## config.mk

```make
export PLATFORM = sky130hd
export DESIGN_NAME = axi_traffic_gen
export DESIGN_NICKNAME = d
export VERILOG_FILES = /design/src/rtl/ddr2_tg_pkg.sv /design/src/rtl/tg_pattern_gen.sv /design/src/rtl/axi_traffic_gen.sv
export SDC_FILE = /design/constraint.sdc
export NUM_CORES = 1
export LEC_CHECK = 0
export ABC_CLOCK_PERIOD_IN_PS = 4300
export CELL_PAD_IN_SITES_DETAIL_PLACEMENT = 0
export CELL_PAD_IN_SITES_GLOBAL_PLACEMENT = 2
export CORE_MARGIN = 3
export CORE_UTILIZATION = 28
export DETAILED_ROUTE_END_ITERATION = 10
export PLACE_DENSITY_LB_ADDON = 0.1
export SETUP_SLACK_MARGIN = 0.15
export SKIP_LAST_GASP = 1
export SLEW_MARGIN = 10
export SYNTH_ARGS = -nofsm -noshare
export SYNTH_HDL_FRONTEND = slang
export SYNTH_SLANG_ARGS = --single-unit
```

## constraint.sdc

```tcl
create_clock -name clk -period 4.3 [get_ports clk]
set_clock_uncertainty 0.2 [all_clocks]
set_input_delay 0.645 -clock clk [delete_from_list [all_inputs] [get_ports clk]]
set_output_delay 0.645 -clock clk [all_outputs]
set_load 0.02 [all_outputs]
```

## src/rtl/ddr2_tg_pkg.sv

```systemverilog
// ddr2_tg_pkg: shared FSM/mode encodings and pattern constants for axi_traffic_gen
package ddr2_tg_pkg;
  typedef enum logic [2:0] {
    ST_IDLE, ST_WAIT_INIT, ST_AW, ST_W, ST_B, ST_AR, ST_R, ST_DONE
  } tg_state_e;
  typedef enum logic [1:0] {
    MODE_WR = 2'd0, MODE_RD = 2'd1, MODE_WR_RD = 2'd2, MODE_RSVD = 2'd3
  } tg_mode_e;
  localparam int ERR_CNT_W = 16;
  localparam logic [63:0] LFSR_SEED = '1;
  // Right-shifting Galois tap masks giving maximal-length sequences
  function automatic logic [63:0] lfsr_taps(input int w);
    return w == 8  ? 64'h0000_0000_0000_00B8 :
           w == 16 ? 64'h0000_0000_0000_B400 :
           w == 32 ? 64'h0000_0000_A300_0000 :
           w == 64 ? 64'hD800_0000_0000_0000 : 64'h1 << (w - 1);
  endfunction
endpackage

```

## src/rtl/tg_pattern_gen.sv

```systemverilog
// tg_pattern_gen: data pattern source (counter, or LFSR when TRAFFIC_GEN_LFSR_EN is defined)
module tg_pattern_gen
  import ddr2_tg_pkg::*;
#(
  parameter int W = 16
) (
  input  logic         clk,
  input  logic         rst,
  input  logic         clear,
  input  logic         step,
  output logic [W-1:0] value
);
  logic [W-1:0] value_q, value_d, nxt;
`ifdef TRAFFIC_GEN_LFSR_EN
  localparam logic [W-1:0] INIT = W'(LFSR_SEED);
  localparam logic [W-1:0] TAPS = W'(lfsr_taps(W));
  assign nxt = (value_q >> 1) ^ (value_q[0] ? TAPS : '0);
`else
  localparam logic [W-1:0] INIT = W'(1);
  assign nxt = value_q + W'(1);
`endif
  always_comb value_d = clear ? INIT : step ? nxt : value_q;
  always_ff @(posedge clk) value_q <= rst ? INIT : value_d;
  assign value = value_q;
endmodule

```

## src/rtl/axi_traffic_gen.sv

```systemverilog
// axi_traffic_gen: AXI burst write/read traffic generator with read-back checker.
// Define TRAFFIC_GEN_LFSR_EN for an LFSR data pattern instead of the counter.
module axi_traffic_gen
  import ddr2_tg_pkg::*;
#(
  parameter int                    ADDR_WIDTH = 27,
  parameter int                    DATA_WIDTH = 16,
  parameter int                    BURST_LEN  = 8,
  parameter int                    NUM_BURSTS = 16,
  parameter int                    ADDR_STEP  = 16,
  parameter logic [ADDR_WIDTH-1:0] BASE_ADDR  = '0
) (
  input  logic                  clk,
  input  logic                  rst,
  input  logic                  init_end,
  input  logic                  start,
  input  logic [1:0]            mode,
  output logic                  busy,
  output logic                  done,
  output logic [ERR_CNT_W-1:0]  err_cnt,
  output logic [ADDR_WIDTH-1:0] first_err_addr,
  output logic                  awvalid,
  input  logic                  awready,
  output logic [ADDR_WIDTH-1:0] awaddr,
  output logic [7:0]            awlen,
  output logic                  wvalid,
  input  logic                  wready,
  output logic                  wlast,
  output logic [DATA_WIDTH-1:0] wdata,
  input  logic                  bvalid,
  output logic                  bready,
  output logic                  arvalid,
  input  logic                  arready,
  output logic [ADDR_WIDTH-1:0] araddr,
  output logic [7:0]            arlen,
  input  logic                  rvalid,
  output logic                  rready,
  input  logic                  rlast,
  input  logic [DATA_WIDTH-1:0] rdata
);
  localparam int BW = $clog2(NUM_BURSTS) + 1;
  tg_state_e state_q, state_d;
  logic rd_only_q, rd_only_d, wr_only_q, wr_only_d;
  logic [BW-1:0] burst_q, burst_d;
  logic [8:0] beat_q, beat_d;
  logic [ADDR_WIDTH-1:0] addr_q, addr_d, first_err_addr_q, first_err_addr_d;
  logic [ERR_CNT_W-1:0] err_cnt_q, err_cnt_d;
  logic w_clr, w_step, r_clr, r_step, last_beat, last_burst;
  logic [DATA_WIDTH-1:0] w_val, r_val;
  logic [1:0] beat_errs;
  logic [ERR_CNT_W:0] err_sum;
  logic [ADDR_WIDTH-1:0] addr_nxt;
  tg_pattern_gen #(.W(DATA_WIDTH)) u_wr_pat (
    .clk(clk), .rst(rst), .clear(w_clr), .step(w_step), .value(w_val)
  );
  tg_pattern_gen #(.W(DATA_WIDTH)) u_rd_pat (
    .clk(clk), .rst(rst), .clear(r_clr), .step(r_step), .value(r_val)
  );
  assign last_beat  = beat_q == 9'(BURST_LEN - 1);
  assign last_burst = burst_q == BW'(NUM_BURSTS - 1);
  assign addr_nxt   = last_burst ? BASE_ADDR : addr_q + ADDR_WIDTH'(ADDR_STEP);
  // Data and rlast mismatches on the same beat each count as one error
  assign beat_errs  = {1'b0, rdata != r_val} + {1'b0, rlast != last_beat};
  assign err_sum    = {1'b0, err_cnt_q} + (ERR_CNT_W + 1)'(beat_errs);
  assign busy           = state_q != ST_IDLE && state_q != ST_DONE;
  assign done           = state_q == ST_DONE;
  assign err_cnt        = err_cnt_q;
  assign first_err_addr = first_err_addr_q;
  assign awvalid        = state_q == ST_AW;
  assign awaddr         = addr_q;
  assign awlen          = 8'(BURST_LEN - 1);
  assign wvalid         = state_q == ST_W;
  assign wlast          = state_q == ST_W && last_beat;
  assign wdata          = w_val;
  assign bready         = state_q == ST_B;
  assign arvalid        = state_q == ST_AR;
  assign araddr         = addr_q;
  assign arlen          = 8'(BURST_LEN - 1);
  assign rready         = state_q == ST_R;
  always_comb begin
    state_d          = state_q;
    rd_only_d        = rd_only_q;
    wr_only_d        = wr_only_q;
    burst_d          = burst_q;
    beat_d           = beat_q;
    addr_d           = addr_q;
    err_cnt_d        = err_cnt_q;
    first_err_addr_d = first_err_addr_q;
    w_clr            = 1'b0;
    w_step           = 1'b0;
    r_clr            = 1'b0;
    r_step           = 1'b0;
    unique case (state_q)
      ST_IDLE: if (start) begin
        rd_only_d        = mode == MODE_RD;
        wr_only_d        = mode == MODE_WR;
        burst_d          = '0;
        beat_d           = '0;
        addr_d           = BASE_ADDR;
        err_cnt_d        = '0;
        first_err_addr_d = '0;
        w_clr            = 1'b1;
        r_clr            = 1'b1;
        state_d          = !init_end ? ST_WAIT_INIT : mode == MODE_RD ? ST_AR : ST_AW;
      end
      ST_WAIT_INIT: if (init_end) state_d = rd_only_q ? ST_AR : ST_AW;
      ST_AW: if (awready) state_d = ST_W;
      ST_W: if (wready) begin
        w_step  = 1'b1;
        beat_d  = last_beat ? '0 : beat_q + 9'd1;
        state_d = last_beat ? ST_B : ST_W;
      end
      ST_B: if (bvalid) begin
        burst_d = last_burst ? '0 : burst_q + BW'(1);
        addr_d  = addr_nxt;
        r_clr   = last_burst;
        state_d = !last_burst ? ST_AW : wr_only_q ? ST_DONE : ST_AR;
      end
      ST_AR: if (arready) state_d = ST_R;
      ST_R: if (rvalid) begin
        r_step    = 1'b1;
        err_cnt_d = err_sum[ERR_CNT_W] ? '1 : err_sum[ERR_CNT_W-1:0];
        if (beat_errs != 2'd0 && err_cnt_q == '0) first_err_addr_d = addr_q;
        beat_d = last_beat ? '0 : beat_q + 9'd1;
        if (last_beat) begin
          burst_d = last_burst ? '0 : burst_q + BW'(1);
          addr_d  = addr_nxt;
          state_d = last_burst ? ST_DONE : ST_AR;
        end
      end
      ST_DONE: state_d = ST_IDLE;
      default: state_d = ST_IDLE;
    endcase
  end
  always_ff @(posedge clk) begin
    if (rst) begin
      state_q          <= ST_IDLE;
      rd_only_q        <= 1'b0;
      wr_only_q        <= 1'b0;
      burst_q          <= '0;
      beat_q           <= '0;
      addr_q           <= BASE_ADDR;
      err_cnt_q        <= '0;
      first_err_addr_q <= '0;
    end else begin
      state_q          <= state_d;
      rd_only_q        <= rd_only_d;
      wr_only_q        <= wr_only_d;
      burst_q          <= burst_d;
      beat_q           <= beat_d;
      addr_q           <= addr_d;
      err_cnt_q        <= err_cnt_d;
      first_err_addr_q <= first_err_addr_d;
    end
  end
endmodule

```

**Word-level counts from Yosys, hierarchy flattened**

Index checks and enable logic that the tools add are counted.

- Word-level logic and storage cells: 106
- Input port bits: 28
- Register bits after elaboration: 121
- Output and inout bits: 137

- Mux-type cells: 48
- Eq/ne operators: 22
- Reductions and logical operators: 19
- $add $sub $neg: 7

Operator list:

| operator | count |
|---|---|
| 27-bit 2-to-1 mux | 7 |
| 27-bit case mux with 3 select lines | 1 |
| 27-bit case mux with 2 select lines | 1 |
| 16-bit 2-to-1 mux | 3 |
| 3-bit 2-to-1 mux | 13 |
| 9-bit 2-to-1 mux | 4 |
| 16-bit by 1-bit adder with 16-bit output (second input constant) | 2 |
| 16-bit case mux with 2 select lines | 1 |
| 27-bit by 5-bit adder with 27-bit output (second input constant) | 1 |
| 9-bit case mux with 3 select lines | 1 |
| 5-bit 2-to-1 mux | 5 |
| 3-bit case mux with 8 select lines | 1 |
| 16-bit by 2-bit adder with 17-bit output | 1 |
| 16-bit logical NOT | 1 |
| 16-bit != test | 1 |
| 5-bit case mux with 3 select lines | 1 |
| 3-bit equality test (second input constant) | 4 |
| 2-bit by 1-bit != test with 1-bit output (second input constant) | 5 |
| 9-bit by 1-bit adder with 9-bit output (second input constant) | 1 |
| 9-bit by 3-bit equality test with 1-bit output (second input constant) | 1 |
| 3-bit nonzero test | 3 |
| 2-bit != test (second input constant) | 4 |
| 4-bit AND reduction | 2 |
| 8-bit AND reduction | 1 |
| other kinds (19) | 31 |

**Depth between registers and ports, before layout**

Gate-level depths: netlist of run 1.

- Word-level depth: 8
- Mapped depth: 14
- Mapped depth without buffers: 14

**Modules after synthesis**

Synthesis of run 1 repeated with hierarchy kept, for this count alone.

- Cell total of the unflattened synthesis: 784
- Area total of the unflattened synthesis: 6423.7 um2

Modules (own cells, without submodules):

| module | cells each | area each (um2) | sequential area each (um2) | times used |
|---|---|---|---|---|
| axi_traffic_gen | 612 | 4908.5 | 1621.6 | 1 |
| tg_pattern_gen (u_rd_pat) | 85 | 767.0 | 320.3 | 1 |
| tg_pattern_gen (u_wr_pat) | 87 | 748.2 | 320.3 | 1 |

**Worst setup path after synthesis of run 1**

No wires, ideal clock.

- Path kind: register to register
- Start point: register beat_q[0]
- End point: register err_cnt_q[7] (netlist: err_cnt[7])
- Cell stages (with the launch flop): 15
- Data required time: 4026 ps
- Path buffers: 0
- Clock period less this slack: 3320 ps
- Arrival time: 3046 ps
- Path slack: 980 ps
- Setup time: 74 ps
- Path through: dfxtp_1 > ha_1 > nor4b_4 > nand2_1 > xnor2_1 > inv_1 > ha_1 > ha_1 > inv_1 > fa_1 > and3b_1 > nand3_1 > nor2_1 > o21ai_0 > a31oi_1

- Cells in the longest elaborated chain, start to end: 7

Ends and longest elaborated chain:

| item | RTL line | source |
|---|---|---|
| from (decl) | axi_traffic_gen.sv:45 | `logic [8:0] beat_q, beat_d;` |
| from (signal assigned) | axi_traffic_gen.sv:150 | `beat_q <= beat_d;` |
| 9-bit by 3-bit equality test with 1-bit output | axi_traffic_gen.sv:59 | `assign last_beat = beat_q == 9'(BURST_LEN - 1);` |
| 1-bit != test | axi_traffic_gen.sv:63 | `assign beat_errs = {1'b0, rdata != r_val} + {1'b0, rlast != last_beat};` |
| 1-bit by 1-bit adder with 2-bit output | axi_traffic_gen.sv:63 |  |
| 16-bit by 2-bit adder with 17-bit output | axi_traffic_gen.sv:64 | `assign err_sum = {1'b0, err_cnt_q} + (ERR_CNT_W + 1)'(beat_errs);` |
| 16-bit 2-to-1 mux | axi_traffic_gen.sv:122 | `err_cnt_d = err_sum[ERR_CNT_W] ? '1 : err_sum[ERR_CNT_W-1:0];` |
| 16-bit 2-to-1 mux | axi_traffic_gen.sv:120 | `ST_R: if (rvalid) begin` |
| 16-bit case mux with 2 select lines | axi_traffic_gen.sv:93 | `unique case (state_q)` |
| to (signal assigned) | axi_traffic_gen.sv:152 | `err_cnt_q <= err_cnt_d;` |
| to (decl) | axi_traffic_gen.sv:47 | `logic [ERR_CNT_W-1:0] err_cnt_q, err_cnt_d;` |

Every way passes these cells. The select of a mux whose other input is x is not followed.
A chain may end at the register's enable or synchronous reset.

**Worst setup path in the final report of run 1**

Ends and elaborated chain as after synthesis.

==> impl_results.md, run 1 <==
* Commonest non-fill, non-tap cells in the layout: clkdlybuf4s50_1 (136), dfxtp_1 (113), nor2_1 (80), nand2_1 (47), xnor2_1 (40)
* PD cells at just over 400 nW/um2
* Final Hold Fails at 0
* Max Buffers Root-to-Sink at 2
* Die Area at ~23000 um2
* Port bufs at between 100 and 150
* # IOs at ~170
* Worst stage delay on the critical path at a little under 0.4 ns
* Iteration-0 DRC Markers at around 240
* Sw Ratio at 29.3%
* Clock share of power at 47.5%
* Post-synth ARST share at 0%
* RSZ-0062 raised after global routing: no
* Arr. time, crit path at 3.84 ns
* Avg Vias per Cell at a little under 5
* TNS Setup at 0 ns
* Post-route DRC violation count at 0
* Mapped Cells at ~710
* CP cell instances: ha_1 > nor4b_4 > nand2_2 > xnor2_1 > inv_1 > ha_1 > ha_1 > inv_1 > fa_1 > and3b_1 > nand3_1 > nor2_1 > buf_4 > o21ai_0 > a31oi_1
* Critical-path top delay cell: fa_1
* # diodes at 0
* Hold slack at roughly 0.28 ns
* WL final at 18000 um
* Worst-path fanout max at 10
* Vias in the first global route at 5259
* Clock Latency Late Sink at slightly above 0.4 ns
* Top post-synthesis cells by area: dfxtp_1 (38%), buf_4 (6.7%), xnor2_1 (5.8%), nor2_1 (5.1%), xor2_1 (3.6%)
* CTS root buf: clkbuf_16
* Post-DRT Antenna Nets at 0
* Core area at 20600 um2
* Pre-antenna DRT Iters at 4
* Logic pwr share at 17.7%
* FMAX at between 200 and 300 MHz
* Dpl hpwl at 12800 um
* CP startpoint kind: flop
* Mean area per synthesized cell at between 8 and 9 um2
* Distinct cells, synth at 63
* Main synth FF type: dfxtp_1
* Max-slew violation count at 0
* CTS tree: done
* Final setup violating endpoints at 0
* Cell taking the most area after synthesis: dfxtp_1
* Fillers at ~2.1k
* EDFF count, synth at 0
* Synth top area share at between 30 and 40%
* PnR worst setup slack at roughly 0.6 ns
* Least-Margin Pin Slew at approximately 0.75 ns
* Final net count at 855
* Largest net degree at the start of global routing at 24
* Max_cap viols at 0
* Final GP Congestion at about 0.74
* Grt total ovfl at 0
* Register area at 2260 um2
* P_int at approximately 2300 uW
* Sequential share of power at 34.8%
* Mapped Area at roughly 6000 um2
* Initial Utilization at between 20% and 30%
* Total track usage at 15.5%
* Switching Power at 952 uW
* Max rail drop VDD at around 0.23 mV
* Tcrit/Tclk final at a little under nine tenths
* Total power at 3250 uW
* Critical path required time at between 4 and 5 ns
* Fin crit period at approximately 3.7 ns
* Site Rows at 52
* Layout cells sized above 1 at roughly 7%
* Vias at 5358
* Commonest non-fill, non-tap cell in the layout: clkdlybuf4s50_1
* Relative slew slack at 50.2%
* Ys Warns at 0
* First-pass GRT wire length at between 20000 and 30000 um
* Area Growth Syn to Fin at 33.1%
* Cts bufs inserted at 17
* Footprint of the multi-input gates at approximately 3300 um2
* Outcome: completed
* Die Span Y at between 150 and 200 um
* Initial antenna violation count at 0
* Post-CTS Hold Buffers at 0
* Setup Slack @ Placement at between 0.15 and 0.2 ns
* Min-Delay Path Class: flop to flop
* Seq/Total Area, Yosys at about 38%
* Critical Path Most Common Cell: ha_1
* CTS H-tree lvls at 4
* Reg clk slew, reported paths at about 0.06 ns
* Num Clock Sinks at around 110
* Crit Path Class: flop to flop
* CP endpoint kind: flop
* #FFs+latches synth at around 110
* Wire per inst at ~16 um
* Lkg Pwr at 0.00281 uW
* Die X at between 150 and 200 um
## through the flow
| stage | util [%] | cells | area, um2 |
|---|---|---|---|
| 2_1_floorplan | - | 737 | 6110 |
| 3_3_place_gp | 35.6 | 1068 | 7340 |
| 3_5_place_dp | 35.6 | 1068 | 7340 |
| 4_1_cts | 38.7 | 1100 | 7990 |
| 5_1_grt | 38.8 | 1100 | 8000 |
| 6_report | 38.8 | 1100 | 8000 |
## critical path, delay by kind of cell, from the launching register on
kind / cells / cell delay [ns]
flip-flops: 1 / 0.37
adder cells (fa/ha/maj): 4 / 1.05
buffers and inverters: 3 / 0.30
AND/OR/NAND/NOR: 5 / 1.20
XOR/XNOR: 1 / 0.22
AO/OA/AOI/OAI: 2 / 0.27
## cells by family after synthesis
| group | after synthesis | synth area share (%) |
|---|---|---|
| AND/OR/NAND/NOR | 291 | 26.0 |
| AO/OA/AOI/OAI | 123 | 13.2 |
| flip-flops | 113 | 37.7 |
| buffers and inverters | 99 | 9.95 |
| XOR/XNOR | 65 | 9.48 |
| adder cells (fa/ha/maj) | 10 | 2.21 |
| multiplexers | 8 | 1.37 |
| other | 2 | 0.125 |
## state kept, by name, indices dropped and copies added, names as in the netlist
signal	count
u_wr_pat.value	16
first_err_addr	23
wr_only_q	1
araddr	23
state_q	3
err_cnt	16
beat_q	9
u_rd_pat.value	16
rd_only_q	1
burst_q	5
## timing repair
item	in CTS	in global routing
setup buffers	0	0
gates resized for setup	0	3
endpoints found under the setup margin	0	2
## power groups by stage
stage                     sequential, uW  combinational (uW)  clock (uW)
after global placement              1150                 575           0
after detailed placement            1160                 579           0
after global routing                1140                 629        1640
final                               1130                 574        1540
after CTS                           1130                 582        1590
after floorplan                     1110                 449           0
## path summary, 6_finish.rpt
check                                 startpoint                        endpoint  slack, ns  cells after the start
hold reg to reg   first_err_addr[4]$_SDFFE_PP0P_  first_err_addr[4]$_SDFFE_PP0P_       0.28                      1
setup reg to reg          beat_q[0]$_SDFFE_PP0P_         err_cnt[7]$_SDFFE_PP0P_       0.61                     15
setup / recovery          beat_q[0]$_SDFFE_PP0P_         err_cnt[7]$_SDFFE_PP0P_       0.61                     15
hold / removal    first_err_addr[4]$_SDFFE_PP0P_  first_err_addr[4]$_SDFFE_PP0P_       0.28                      1
## cell type report
cell class,instances,share of cell area (%)
timing repair buffer,146,18.0
tap,270,4.22
multi-input combinational,525,40.8
inverter,14,0.657
sequential,113,28.3
clock buffer,18,5.37
clock inverter,14,2.68
## metal layers
metal | global-route usage (%) | share of wire [%]
met1 | 19.5 | 46
met2 | 26.4 | 49
met3 | 3.92 | 4.0
met4 | 4.20 | 1.2
met5 | 0 | 0
## cells in the mapped netlist (3+ instances only)
| cell | count |
|---|---|
| and3_1 | 11 |
| and2_1 | 4 |
| and4_1 | 9 |
| nand3_1 | 27 |
| buf_4 | 54 |
| a22o_1 | 23 |
| mux2i_1 | 6 |
| or4_1 | 5 |
| nand2_1 | 48 |
| nor3_1 | 24 |
| clkbuf_1 | 10 |
| o21ai_0 | 28 |
| inv_1 | 14 |
| xnor2_1 | 40 |
| ha_1 | 9 |
| nor2b_1 | 6 |
| a21oi_1 | 38 |
| nor4_1 | 20 |
| o31ai_1 | 3 |
| and4b_1 | 3 |
| nor3b_1 | 6 |
| nand2b_1 | 5 |
| xor2_1 | 25 |
| buf_2 | 17 |
| a211oi_1 | 3 |
| a21o_1 | 5 |
| or3_1 | 11 |
| dfxtp_1 | 113 |
| nor2_1 | 81 |
| nand4_1 | 13 |
| a31oi_1 | 6 |
Power figures use the tool's default switching activity.
==> run 2, diff against run 1 <==
Settings changed: ABC_CLOCK_PERIOD_IN_PS 4300 to 3500, CORE_MARGIN 3 to 4, CTS_CLUSTER_DIAMETER set to 50.
Clock period 4.3 ns to 3.5 ns, I/O delays scaled along.
==> impl_results.md, run 2 (synthesis results as in run 1) <==
* Reg2reg path depth at 14 (was 15)
* Least-Margin Pin Slew at 0.629 ns (was 0.746 ns)
* Max rail drop VDD at 0.298 mV (was 0.231 mV)
* CP startpoint kind: flop (unchanged)
* Final Hold Fails at 0 (unchanged)
* FMAX at 311 MHz (was 271 MHz)
* Wire per inst at 16.6 um (was 16.4 um)
* R2R setup slack at 0.28 ns (was 0.61 ns)
* Post-route DRC violation count at 0 (unchanged)
* Metal2 WL at 9530 um (was 8860 um)
* Critical-path top delay cell: dfxtp_4 (was fa_1)
* Cts bufs inserted at 17 (unchanged)
* Port bufs at 136 (unchanged)
* Fin cells at 1126 (was 1100)
* CTS root buf: clkbuf_16 (unchanged)
* PD cells at 495 nW/um2 (was 406 nW/um2)
* Commonest non-fill, non-tap cells in the layout: clkdlybuf4s50_1 (136), dfxtp_1 (111), nor2_1 (79), nand2_1 (47), xnor2_1 (39) (was clkdlybuf4s50_1 (136), dfxtp_1 (113), nor2_1 (80), nand2_1 (47), xnor2_1 (40))
* Reg2reg start: beat_q[0]$_SDFFE_PP0P_ (unchanged)
* Commonest non-fill, non-tap cell in the layout: clkdlybuf4s50_1 (unchanged)
* # diodes at 0 (unchanged)
* Max Buffers Root-to-Sink at 2 (unchanged)
* Vias at 5528 (was 5358)
* Crit path buf inv count at 2 (was 3)
* Die X at 154 um (was 152 um)
* Avg Vias per Cell at 4.91 (was 4.87)
* Relative slew slack at 57.9% (was 50.2%)
* WP depth at 14 (was 15)
* Tcrit/Tclk final at 91.9% (was 85.9%)
* Num Clock Sinks at 113 (unchanged)
* Crit Path Class: flop to flop (unchanged)
* Vias in the first global route at 5688 (was 5259)
* Worst setup startpoint: beat_q[0]$_SDFFE_PP0P_ (unchanged)
* Worst flop-to-flop path endpoint: err_cnt[14]$_SDFFE_PP0P_ (was err_cnt[7]$_SDFFE_PP0P_)
* Iteration-0 DRC Markers at 166 (was 243)
* Fillers at 2152 (was 2093)
* Final GP Congestion at 0.777 (was 0.738)
* Initial antenna violation count at 0 (unchanged)
* Placed insts at 1092 (was 1068)
* Max_cap viols at 0 (unchanged)
* Post-DRT Antenna Nets at 0 (unchanged)
* CP endpoint kind: flop (unchanged)
* Area Growth Syn to Fin at 37.7% (was 33.1%)
* Footprint of the multi-input gates at 3320 um2 (was 3270 um2)
* Total track usage at 15.8% (was 15.5%)
* Initial Utilization at 28.5% (was 29.1%)
* # IOs at 165 (unchanged)
* Lkg Pwr at 0.00294 uW (was 0.00281 uW)
* RSZ-0062 raised after global routing: yes (was no)
* Outcome: completed (unchanged)
* WL final at 18600 um (was 18000 um)
* Dpl hpwl at 13300 um (was 12800 um)
* CP cell instances: ha_4 > nor4b_4 > nand2_2 > xnor2_2 > inv_1 > ha_1 > ha_2 > inv_1 > fa_2 > and3b_2 > nand3_4 > nor2_2 > a41oi_1 > a211oi_1 (was ha_1 > nor4b_4 > nand2_2 > xnor2_1 > inv_1 > ha_1 > ha_1 > inv_1 > fa_1 > and3b_1 > nand3_1 > nor2_1 > buf_4 > o21ai_0 > a31oi_1)
* Reg clk slew, reported paths at 0.05 ns (was 0.06 ns)
* Layout cells sized above 1 at 10.6% (was 6.87%)
* Largest net degree at the start of global routing at 32 (was 24)
* Die Area at 23900 um2 (was 23300 um2)
* Met1 wire length at 8140 um (was 8220 um)
* Arr. time, crit path at 3.35 ns (was 3.84 ns)
* CP Capture Point: err_cnt[14]$_SDFFE_PP0P_ (was err_cnt[7]$_SDFFE_PP0P_)
* First-pass GRT wire length at 30300 um (was 29500 um)
* CTS H-tree lvls at 4 (unchanged)
* CTS tree: done (unchanged)
* Worst-path fanout max at 4 (was 10)
* Hold slack at 0.276 ns (was 0.279 ns)
* Final net count at 877 (was 855)
* Site Rows at 53 (was 52)
* Min-Delay Path Class: flop to flop (unchanged)
* Pre-antenna DRT Iters at 4 (unchanged)
* Post-CTS Hold Buffers at 0 (unchanged)
* Final setup violating endpoints at 0 (unchanged)
* Die Span Y at 154 um (was 152 um)
* Fin crit period at 3.22 ns (was 3.69 ns)
* Register area at 2270 um2 (was 2260 um2)
* Max-slew violation count at 0 (unchanged)
* CP delay by family, top: adder cells (was simple AND/OR/NAND/NOR gates)
* Core area at 21100 um2 (was 20600 um2)
* Met3 wire len at 749 um (was 726 um)
* Grt total ovfl at 0 (unchanged)
* Clock Latency Late Sink at 0.42 ns (was 0.41 ns)
* Critical path required time at 3.63 ns (was 4.44 ns)
* Critical Path Most Common Cell: inv_1 (was ha_1)
* Highest routed layer: met4 (unchanged)
* Worst stage delay on the critical path at 0.37 ns (was 0.39 ns)
==> run 2: changes by cell type in the layout (fill, tap and decap cells not counted), moves of 2 or more <==
cell	delta
buf_4	+19
clkbuf_8	+3
buf_12	+2
clkinv_4	-2
clkinvlp_4	-2
dfxtp_1	-2
ha_1	-2
==> run 2: layout make-up <==
class / instances / share of cell area [%]
clock buffers: 21 / 5.69
clock inverters: 10 / 2.19
multi-input cells: 525 / 40.2
inverters: 14 / 0.635
well taps: 275 / 4.16
repair buffers: 168 / 19.7
flip-flops and latches: 113 / 27.4
==> run 2: how the worst min path moves through the flow <==
stage                                          from                               to  slack [ns]  depth (start not counted)
floorplan                   burst_q[1]$_SDFFE_PP0P_          burst_q[1]$_SDFFE_PP0P_        0.25                          2
global placement    first_err_addr[12]$_SDFFE_PP0P_  first_err_addr[12]$_SDFFE_PP0P_        0.26                          1
detailed placement   first_err_addr[7]$_SDFFE_PP0P_   first_err_addr[7]$_SDFFE_PP0P_        0.26                          1
CTS                 first_err_addr[21]$_SDFFE_PP0P_  first_err_addr[21]$_SDFFE_PP0P_        0.28                          1
global route        first_err_addr[10]$_SDFFE_PP0P_  first_err_addr[10]$_SDFFE_PP0P_        0.30                          1
finish              first_err_addr[21]$_SDFFE_PP0P_  first_err_addr[21]$_SDFFE_PP0P_        0.28                          1
==> run 2: repair_timing <==
| item | in CTS | in global routing |
|---|---|---|
| pin swaps | 0 | 9 |
| resized for setup | 6 | 14 |
| hold endpoints to repair | 0 | 0 |
| buffers inserted | 1 | 2 |
| setup endpoints to repair | 15 | 16 |
==> run 2: through the flow <==
stage / util [%] / total power, uW / cell area [um2] / setup TNS, ns / worst slack [ns]
final: 39.2 / 4100 / 8270 / 0 / 0.283
after global routing: 39.2 / 4290 / 8270 / 0 / 0.133
after CTS: 38.9 / 4160 / 8200 / 0 / 0.157
after detailed placement: 35.7 / 2190 / 7520 / -3.88 / -0.318
after global placement: 35.7 / 2180 / 7520 / -2.77 / -0.236
after floorplan: - / 1910 / 6110 / 0 / 0.180
==> run 2: routing by layer <==
metal / up-vias / global-route usage, %
met5: - / 0
met4: 0 / 5.30
met3: 22 / 3.78
met2: 139 / 27.4
met1: 2669 / 19.1
li1: 2698 / -
==> run 2: power by group <==
group | total, uW | leakage [uW] | internal (uW) | switching, uW
clock | 1930 | 0.000319 | 1310 | 620
sequential | 1380 | 0.000912 | 1320 | 58.9
combinational | 785 | 0.00171 | 298 | 487
